File: config.mk
export PLATFORM = sky130hd
export DESIGN_NAME = testdrive_event_gen
export DESIGN_NICKNAME = d
export VERILOG_FILES = /design/src/rtl/testdrive_event_pkg.sv /design/src/rtl/testdrive_event_counter.sv /design/src/rtl/testdrive_event_gen.sv
export SDC_FILE = /design/constraint.sdc
export NUM_CORES = 1
export LEC_CHECK = 0
export CAP_MARGIN = 10
export CELL_PAD_IN_SITES_DETAIL_PLACEMENT = 1
export CELL_PAD_IN_SITES_GLOBAL_PLACEMENT = 1
export CORE_ASPECT_RATIO = 1.1
export CORE_MARGIN = 1
export CORE_UTILIZATION = 42
export DETAILED_ROUTE_END_ITERATION = 8
export PLACE_DENSITY_LB_ADDON = 0.1
export SYNTH_ARGS = -nofsm -noshare
export SYNTH_HDL_FRONTEND = slang
export SYNTH_SLANG_ARGS = --single-unit
File: constraint.sdc
create_clock -name CLK -period 2.3 [get_ports CLK]
set_input_delay 0.23 -clock CLK [delete_from_list [all_inputs] [get_ports CLK]]
set_output_delay 0.23 -clock CLK [all_outputs]
set_load 0.005 [all_outputs]
File: src/rtl/testdrive_event_pkg.sv
// testdrive_event_pkg
//   Shared types and helpers for the testdrive interrupt/busy event source.
//   - event_state_t : FSM state encoding (IDLE, COUNT, PEND)
//   - eff_period()  : maps a requested period of 0 to 1 so every event is
//                     separated by at least one inactive INTR clock
package testdrive_event_pkg;

  typedef enum logic [1:0] {
    IDLE  = 2'd0,
    COUNT = 2'd1,
    PEND  = 2'd2
  } event_state_t;

  // Period values are carried at 32 bits through the helper. Callers
  // zero-extend into it and cast the result back to their own width.
  function automatic logic [31:0] eff_period(input logic [31:0] period);
    logic [31:0] result;
    if (period == 32'd0) begin
      result = 32'd1;
    end else begin
      result = period;
    end
    return result;
  endfunction

endpackage

File: src/rtl/testdrive_event_counter.sv
// testdrive_event_counter
//   Loadable down-counter used as the period timer.
//   Ports:
//     clk_i     : clock
//     rst_n_i   : asynchronous active-low reset (counter clears to 0)
//     load_i    : load value_i this clock (has priority over en_i)
//     value_i   : value to load
//     en_i      : decrement this clock; the counter stops at 0, never wraps
//     expire_o  : high while the registered count equals 1, i.e. the
//                 owner should act on the next edge
module testdrive_event_counter #(
  parameter int unsigned C_WIDTH = 16
) (
  input  logic               clk_i,
  input  logic               rst_n_i,
  input  logic               load_i,
  input  logic [C_WIDTH-1:0] value_i,
  input  logic               en_i,
  output logic               expire_o
);

  logic [C_WIDTH-1:0] count_q;
  logic [C_WIDTH-1:0] count_d;

  // Next-count selection: load, decrement (saturating at 0) or hold
  always_comb begin
    count_d = count_q;
    if (load_i) begin
      count_d = value_i;
    end else if (en_i && (count_q != {C_WIDTH{1'b0}})) begin
      count_d = count_q - C_WIDTH'(1);
    end else begin
      count_d = count_q;
    end
  end

  // Count register
  always_ff @(posedge clk_i or negedge rst_n_i) begin
    if (!rst_n_i) begin
      count_q <= {C_WIDTH{1'b0}};
    end else begin
      count_q <= count_d;
    end
  end

  assign expire_o = (count_q == C_WIDTH'(1));

endmodule

File: src/rtl/testdrive_event_gen.sv
// testdrive_event_gen
//   Programmable interrupt/busy event source feeding the interrupt and busy
//   BFMs. A command requests CMD_COUNT interrupt events, each raised
//   CMD_PERIOD clocks after the previous arm and held until acknowledged.
//   Ports:
//     CLK, nRST              : clock, asynchronous active-low reset
//     CMD_VALID / CMD_READY  : command handshake (ready only in IDLE and
//                              not while CMD_ABORT is high)
//     CMD_PERIOD, CMD_COUNT  : command fields, latched on acceptance
//     CMD_ABORT              : drop the running sequence (no DONE)
//     INTR_ACK               : acknowledge of the pending interrupt
//     INTR                   : interrupt level, polarity from C_INTR_ACTIVE
//     BUSY                   : high while a sequence is running
//     EVT_CNT                : events acknowledged in current/last sequence
//     DONE                   : one-cycle pulse on normal completion
module testdrive_event_gen
  import testdrive_event_pkg::*;
#(
  parameter int unsigned C_PERIOD_WIDTH = 16,
  parameter int unsigned C_COUNT_WIDTH  = 8,
  parameter bit          C_INTR_ACTIVE  = 1'b1
) (
  input  logic                      CLK,
  input  logic                      nRST,
  input  logic                      CMD_VALID,
  output logic                      CMD_READY,
  input  logic [C_PERIOD_WIDTH-1:0] CMD_PERIOD,
  input  logic [C_COUNT_WIDTH-1:0]  CMD_COUNT,
  input  logic                      CMD_ABORT,
  input  logic                      INTR_ACK,
  output logic                      INTR,
  output logic                      BUSY,
  output logic [C_COUNT_WIDTH-1:0]  EVT_CNT,
  output logic                      DONE
);

  localparam logic INTR_ON = C_INTR_ACTIVE;

  event_state_t              state_q,   state_d;
  logic [C_PERIOD_WIDTH-1:0] period_q,  period_d;
  logic [C_COUNT_WIDTH-1:0]  remain_q,  remain_d;
  logic [C_COUNT_WIDTH-1:0]  evt_cnt_q, evt_cnt_d;
  logic                      done_q,    done_d;

  logic                      accept_s;
  logic [C_PERIOD_WIDTH-1:0] cmd_period_eff_s;
  logic                      tmr_load_s;
  logic [C_PERIOD_WIDTH-1:0] tmr_value_s;
  logic                      tmr_en_s;
  logic                      tmr_expire_s;

  assign cmd_period_eff_s = C_PERIOD_WIDTH'(eff_period(32'(CMD_PERIOD)));

  // Abort is the only input allowed to reach an output combinationally.
  assign CMD_READY = (state_q == IDLE) && !CMD_ABORT;
  assign accept_s  = CMD_READY && CMD_VALID;

  testdrive_event_counter #(
    .C_WIDTH (C_PERIOD_WIDTH)
  ) u_period_timer (
    .clk_i    (CLK),
    .rst_n_i  (nRST),
    .load_i   (tmr_load_s),
    .value_i  (tmr_value_s),
    .en_i     (tmr_en_s),
    .expire_o (tmr_expire_s)
  );

  // Sequencer: next state, count registers and period-timer control
  always_comb begin
    state_d     = state_q;
    period_d    = period_q;
    remain_d    = remain_q;
    evt_cnt_d   = evt_cnt_q;
    done_d      = 1'b0;
    tmr_load_s  = 1'b0;
    tmr_value_s = period_q;
    tmr_en_s    = 1'b0;

    case (state_q)
      IDLE: begin
        if (accept_s) begin
          period_d  = cmd_period_eff_s;
          remain_d  = CMD_COUNT;
          evt_cnt_d = {C_COUNT_WIDTH{1'b0}};
          if (CMD_COUNT != {C_COUNT_WIDTH{1'b0}}) begin
            state_d     = COUNT;
            tmr_load_s  = 1'b1;
            tmr_value_s = cmd_period_eff_s;
          end else begin
            // Empty sequence: report completion without ever going busy.
            done_d = 1'b1;
          end
        end else begin
          state_d = IDLE;
        end
      end

      COUNT: begin
        if (CMD_ABORT) begin
          state_d = IDLE;
        end else begin
          tmr_en_s = 1'b1;
          // Count of 1 now means INTR must be active from the next edge.
          if (tmr_expire_s) begin
            state_d = PEND;
          end else begin
            state_d = COUNT;
          end
        end
      end

      PEND: begin
        if (CMD_ABORT) begin
          // Abort wins over a simultaneous acknowledge: nothing is counted.
          state_d = IDLE;
        end else if (INTR_ACK) begin
          evt_cnt_d = evt_cnt_q + C_COUNT_WIDTH'(1);
          remain_d  = remain_q - C_COUNT_WIDTH'(1);
          if (remain_q == C_COUNT_WIDTH'(1)) begin
            state_d = IDLE;
            done_d  = 1'b1;
          end else begin
            state_d     = COUNT;
            tmr_load_s  = 1'b1;
            tmr_value_s = period_q;
          end
        end else begin
          state_d = PEND;
        end
      end

      default: begin
        state_d = IDLE;
      end
    endcase
  end

  // State and count registers
  always_ff @(posedge CLK or negedge nRST) begin
    if (!nRST) begin
      state_q   <= IDLE;
      period_q  <= {C_PERIOD_WIDTH{1'b0}};
      remain_q  <= {C_COUNT_WIDTH{1'b0}};
      evt_cnt_q <= {C_COUNT_WIDTH{1'b0}};
      done_q    <= 1'b0;
    end else begin
      state_q   <= state_d;
      period_q  <= period_d;
      remain_q  <= remain_d;
      evt_cnt_q <= evt_cnt_d;
      done_q    <= done_d;
    end
  end

  assign INTR    = (state_q == PEND) ? INTR_ON : ~INTR_ON;
  assign BUSY    = (state_q != IDLE);
  assign EVT_CNT = evt_cnt_q;
  assign DONE    = done_q;

endmodule
### Word level (Yosys, flattened, before mapping)

Index checks and enable logic that the tools add are counted.

* $add $sub $neg: 3
* eq/ne operators: 8
* multiplexer cells: 37
* reductions and logical operators: 13

Operators by type and width (count)
* 2-to-1 mux 16 bit: 6
* 2-to-1 mux 8 bit: 6
* one-hot mux 8 bit (2 select lines): 2
* equality test 16 x 1 -> 1 bit (second input constant): 1
* logical NOT 16 bit: 1
* nonzero test 16 bit: 1
* subtractor 16 x 1 -> 16 bit (second input constant): 1
* 2-to-1 mux 1 bit: 14
* 2-to-1 mux 2 bit: 6
* adder 8 x 1 -> 8 bit (second input constant): 1
* equality test 8 x 1 -> 1 bit (second input constant): 1
* nonzero test 8 bit: 1
* subtractor 8 x 1 -> 8 bit (second input constant): 1
* != test 2 bit (second input constant): 3
* one-hot mux 2 bit (3 select lines): 1
* nonzero test 2 bit: 3
* one-hot mux 1 bit (2 select lines): 2
* AND reduction 4 bit: 1
* logical AND 1 bit: 3
* != test 3 x 2 -> 1 bit (second input constant): 1
* equality test 2 x 1 -> 1 bit (second input constant): 1
* equality test 2 bit (second input constant): 1
* logical NOT 2 bit: 1
* AND reduction 2 bit: 1
* logical NOT 1 bit: 1

* register bits: 51
* output and inout port bits: 12
* word-level logic and storage cells: 67

### Logic depth before layout (Yosys ltp)

Gate-level depths: netlist (run 1).

* depth after elaboration: 6
* mapped depth: 8
* gate-level depth less buffers: 7

### Hierarchy

Synthesis (run 1) repeated with hierarchy kept, for this count alone.

* cells, all modules: 342
* area total of the unflattened synthesis: 3031.7 sq um

Modules (own cells, without submodules)
* testdrive_event_gen: instances 1, cells each 210, area an instance 1929.4 sq um, sequential area each 875.8 sq um
* testdrive_event_counter: instances 1, cells each 132, area an instance 1102.3 sq um, sequential area each 400.4 sq um

### Least setup slack after synthesis (run 1)

OpenSTA, ideal clock, no wires.

* path kind: register to register
* start point: register state_q[1]
* end point: register u_period_timer.count_q[14]
* arrival time: 1700 ps
* data required time: 2174 ps
* path slack: 474 ps
* stages on the path, launching flop included: 8
* path buffers: 2
* clock period less this slack: 1826 ps
* cell sequence: dfrtp_1 buf_2 or4b_4 a21oi_4 nor2_2 buf_6 a211oi_2 a21oi_1

* longest elaborated chain between the ends: 6
* elaborated cells between the ends (all ways): 13
* classes of those cells: 2 x eq/ne; 6 x mux; 5 x reduce/logical

Ends and longest elaborated chain
* from (decl): line testdrive_event_gen.sv:39 `event_state_t state_q, state_d;`
* from (signal assigned): line testdrive_event_gen.sv:148 `state_q <= state_d;`
* logical NOT 2 bit: line testdrive_event_gen.sv:55, testdrive_event_gen.sv:80
* logical AND 1 bit: line testdrive_event_gen.sv:55 `assign CMD_READY = (state_q == IDLE) && !CMD_ABORT;`
* logical AND 1 bit: line testdrive_event_gen.sv:56 `assign accept_s = CMD_READY && CMD_VALID;`
* 2-to-1 mux 1 bit / 2-to-1 mux 16 bit (equally long branches): line testdrive_event_gen.sv:82 `if (accept_s) begin`
* one-hot mux 1 bit (2 select lines) / 2-to-1 mux 16 bit (equally long branches)
* 2-to-1 mux 16 bit / nonzero test 2 bit (equally long branches)
* to (signal assigned): line testdrive_event_counter.sv:40 `count_q <= {C_WIDTH{1'b0}};`
* to (signal assigned): line testdrive_event_counter.sv:42 `count_q <= count_d;`
* to (decl): line testdrive_event_counter.sv:22 `logic [C_WIDTH-1:0] count_q;`

Parallel ways exist; a longest one is shown, timed or not.
A chain may end at the register's enable or synchronous reset.

### Final worst setup path (run 1)

* start point: register state_q[1]
* end point: register u_period_timer.count_q[10]

Same word-level chain as after synthesis.

==> flow_summary.json, run 1 <==
{
  "outcome": "complete, no violations",
  "syn_area_mm2": 0.00290,
  "max_freq_mhz": 470,
  "diodes": 0,
  "clockBufferDepth": 2,
  "drv_slew": 0,
  "ir_drop_mv": 0.322,
  "synth_commonest_cells": "nand2_1, dfrtp_1, a21oi_1, nor2_1, nor2b_1",
  "grt_first_pass_wirelength_mm": 12.9,
  "cts_setup_buffers": 0,
  "area_growth_pct": 24.1,
  "synth_edf_count": 0,
  "final-hold-violation-count": 0,
  "synth_area_leaders": "dfrtp_1, nand2_1, a21oi_1",
  "dieArea_mm2": 0.00724,
  "yosysSeqAreaShare": 0.440,
  "synth_compound_gate_area_share": 0.177,
  "muxShareOfSynthArea": 0.00691,
  "yosys.area_share.simple": 0.263,
  "nNetsFinal": 401,
  "numCtsBuffers": 5,
  "cp-startpoint": "state_q[1]",
  "p_per_area_mw_per_mm2": 733,
  "swShare": 0.313,
  "cpPeakStageDelay_ps": 590,
  "crit_path_top_delay_cell": "or4b_4",
  "wl_mm": 7.82,
  "via_per_inst": 5.68,
  "core.rowCount": 31,
  "p_int_mw": 1.81,
  "r2r_start": "state_q[1]",
  "synth-xor-area-share": 0.0514,
  "syn_area_per_cell_um2": 9.08,
  "io_pins": 41,
  "cts.repair.resized": 0,
  "critPathTopFamily": "simple AND/OR/NAND/NOR gates",
  "dpl.hpwl_mm": 5.61,
  "die_y_um": 89.1,
  "antenna_found_initial": 0,
  "critical_path.max_fanout": 27,
  "yosysMostFrequentCell": "nand2_1",
  "postLayoutCoreUtil": 0.542,
  "power_frac_comb": 0.239,
  "post_drt_wl_per_cell_um": 17.4,
  "rrSetupSlack_ps": 170,
  "cp_num_buf_inv": 1,
  "netlist_instances": 319,
  "clock_latency_ps": 310,
  "period_needed_ps": 2130,
  "cp.arrival_ps": 2310,
  "synth_top_area_frac": 0.440,
  "required_ps": 2480,
  "start_util": 0.437,
  "synth-main-ff-cell": "dfrtp_1",
  "share_seq_of_total_power": 0.477,
  "worstSetupStartpointType": "flip-flop",
  "ys_types": 52,
  "p_leak_nw": 1.49,
  "htree_levels": 2,
  "vias": 2554,
  "synth_top_family_by_area": "simple AND/OR/NAND/NOR gates",
  "dieWidth_um": 81.2,
  "dr.pass1.iters": 4,
  "overflow": 0,
  "clock-sinks": 51,
  "netSwitchingPower_uw": 827,
  "path_clk_slew_ps": 100,
  "grt_usage": 0.237,
  "drc": 0,
  "yosys_warnings": 0,
  "skew_ps": 5.15,
  "cts_tree": "built",
  "core_area_mm2": 0.00663,
  "final_antenna_net_count": 0,
  "critPathKind": "reg2reg",
  "place_congestion": 0.832,
  "grt_max_degree": 52,
  "synthAdderAreaFrac": 0.0216,
  "hold_path_class": "in2async",
  "fin_crit_sh": 0.926,
  "rsz0062_at_grt": "false",
  "io_buffers": 40,
  "synthArstFlopShare": 1.00,
  "worst_setup_path_end_kind": "flip-flop",
  "syn_nets": 353,
  "grt_pass1_vias": 2561,
  "synth-seq-cells": 51,
  "cts_root_buf": "clkbuf_8",
  "fin_setup_tns_ps": 0,
  "relSlewSlack": 0.583,
  "drive_gt1_frac": 0.101,
  "synth_top_cell_by_area": "dfrtp_1",
  "clockPowerShare": 0.284,
  "dr.first_iter.drc_count": 98,
  "path_cells": "or4b_4 -> a21oi_4 -> nor2_2 -> buf_12 -> a211oi_1 -> a21oi_1",
  "cap_violations": 0,
  "setup_viol": 0,
  "worst_pin_slew_ps": 619
}
## timing repair
action                     4_1_cts  5_1_grt
setup endpoints to repair        0        0
hold buffers                     1        0
hold endpoints to repair        51        0
## area by class of cell
| cell class | instances | area, um^2 |
|---|---|---|
| Clock inverter | 2 | 60.1 |
| Timing Repair Buffer | 56 | 556 |
| Inverter | 6 | 22.5 |
| Tap cell | 82 | 103 |
| Multi-Input combinational cell | 247 | 1510 |
| Clock buffer | 6 | 72.6 |
| Sequential cell | 51 | 1280 |
| Fill cell | 783 | 3040 |
## power by group through the flow
stage	sequential, mW	clock (mW)	combinational [mW]
2_1_floorplan	1.22	0	0.424
6_report	1.26	0.750	0.631
3_5_place_dp	1.27	0	0.625
5_1_grt	1.28	0.797	0.711
3_3_place_gp	1.26	0	0.605
4_1_cts	1.25	0.769	0.635
## tightest hold or removal path, cell delays in order
cell,delay (ps)
dlygate4sd3_1,520
buf_2,120
buf_12,260
## through the flow
step / instances / hold WS (ps) / power, mW / setup slack [ps] / instance area, um^2
2_1_floorplan: 319 / -65.6 / 1.65 / 474 / 2900
3_3_place_gp: 441 / 251 / 1.87 / -2.87 / 3450
3_5_place_dp: 441 / 250 / 1.90 / -40.0 / 3450
4_1_cts: 450 / 442 / 2.66 / 172 / 3600
5_1_grt: 450 / 456 / 2.79 / 77.7 / 3600
6_report: 450 / 420 / 2.64 / 171 / 3600
## placed cells by master, fill, tap and decap left out, types with 8 or more instances in the layout
master	count
o21ai_0	11
nand2_1	59
nand3_1	8
clkdlybuf4s50_1	39
a211oi_1	8
xor2_1	11
dfrtp_1	51
nor2_1	19
nor3_1	10
nor4_1	8
nor2b_1	14
a21oi_1	20
buf_4	12
## flip-flops by register name, summed over array words and instances (netlist names)
register,cells
EVT_CNT,8
u_period_timer.count_q,16
period_q,16
state_q,2
DONE,1
remain_q,8
## per-layer routing
metal	routed length (um)	share of wire	global-route usage	up-vias
met5	0	0	0	-
met2	3590	0.46	0.377	47
met4	88	0.011	0.0601	0
met1	3850	0.49	0.339	1265
li1	-	-	-	1234
met3	293	0.037	0.0306	8
## cells by family after synthesis
logic type                 count (synthesis)
and+or+nand+nor                          151
AOI/OAI and AO/OA                         72
DFF                                       51
xor gates and xnor gates                  17
muxes                                      2
adders and majority gates                  5
buffers and inverters                     21
## final timing paths
path	cells after the start	endpoint
setup / recovery	6	u_period_timer.count_q[10]
hold / removal	3	DONE
setup reg to reg	6	u_period_timer.count_q[10]
hold reg to reg	2	period_q[12]
max in group asynchronous	3	u_period_timer.count_q[14]
min in group CLK	2	period_q[12]
Note: power is estimated with default switching activity, not from simulation.
==> run 2: changes to the inputs <==
Settings changed: SLEW_MARGIN set to 5.
==> results of run 2 <==
The final DEF is identical to that of run 1; final timing and power are the same.
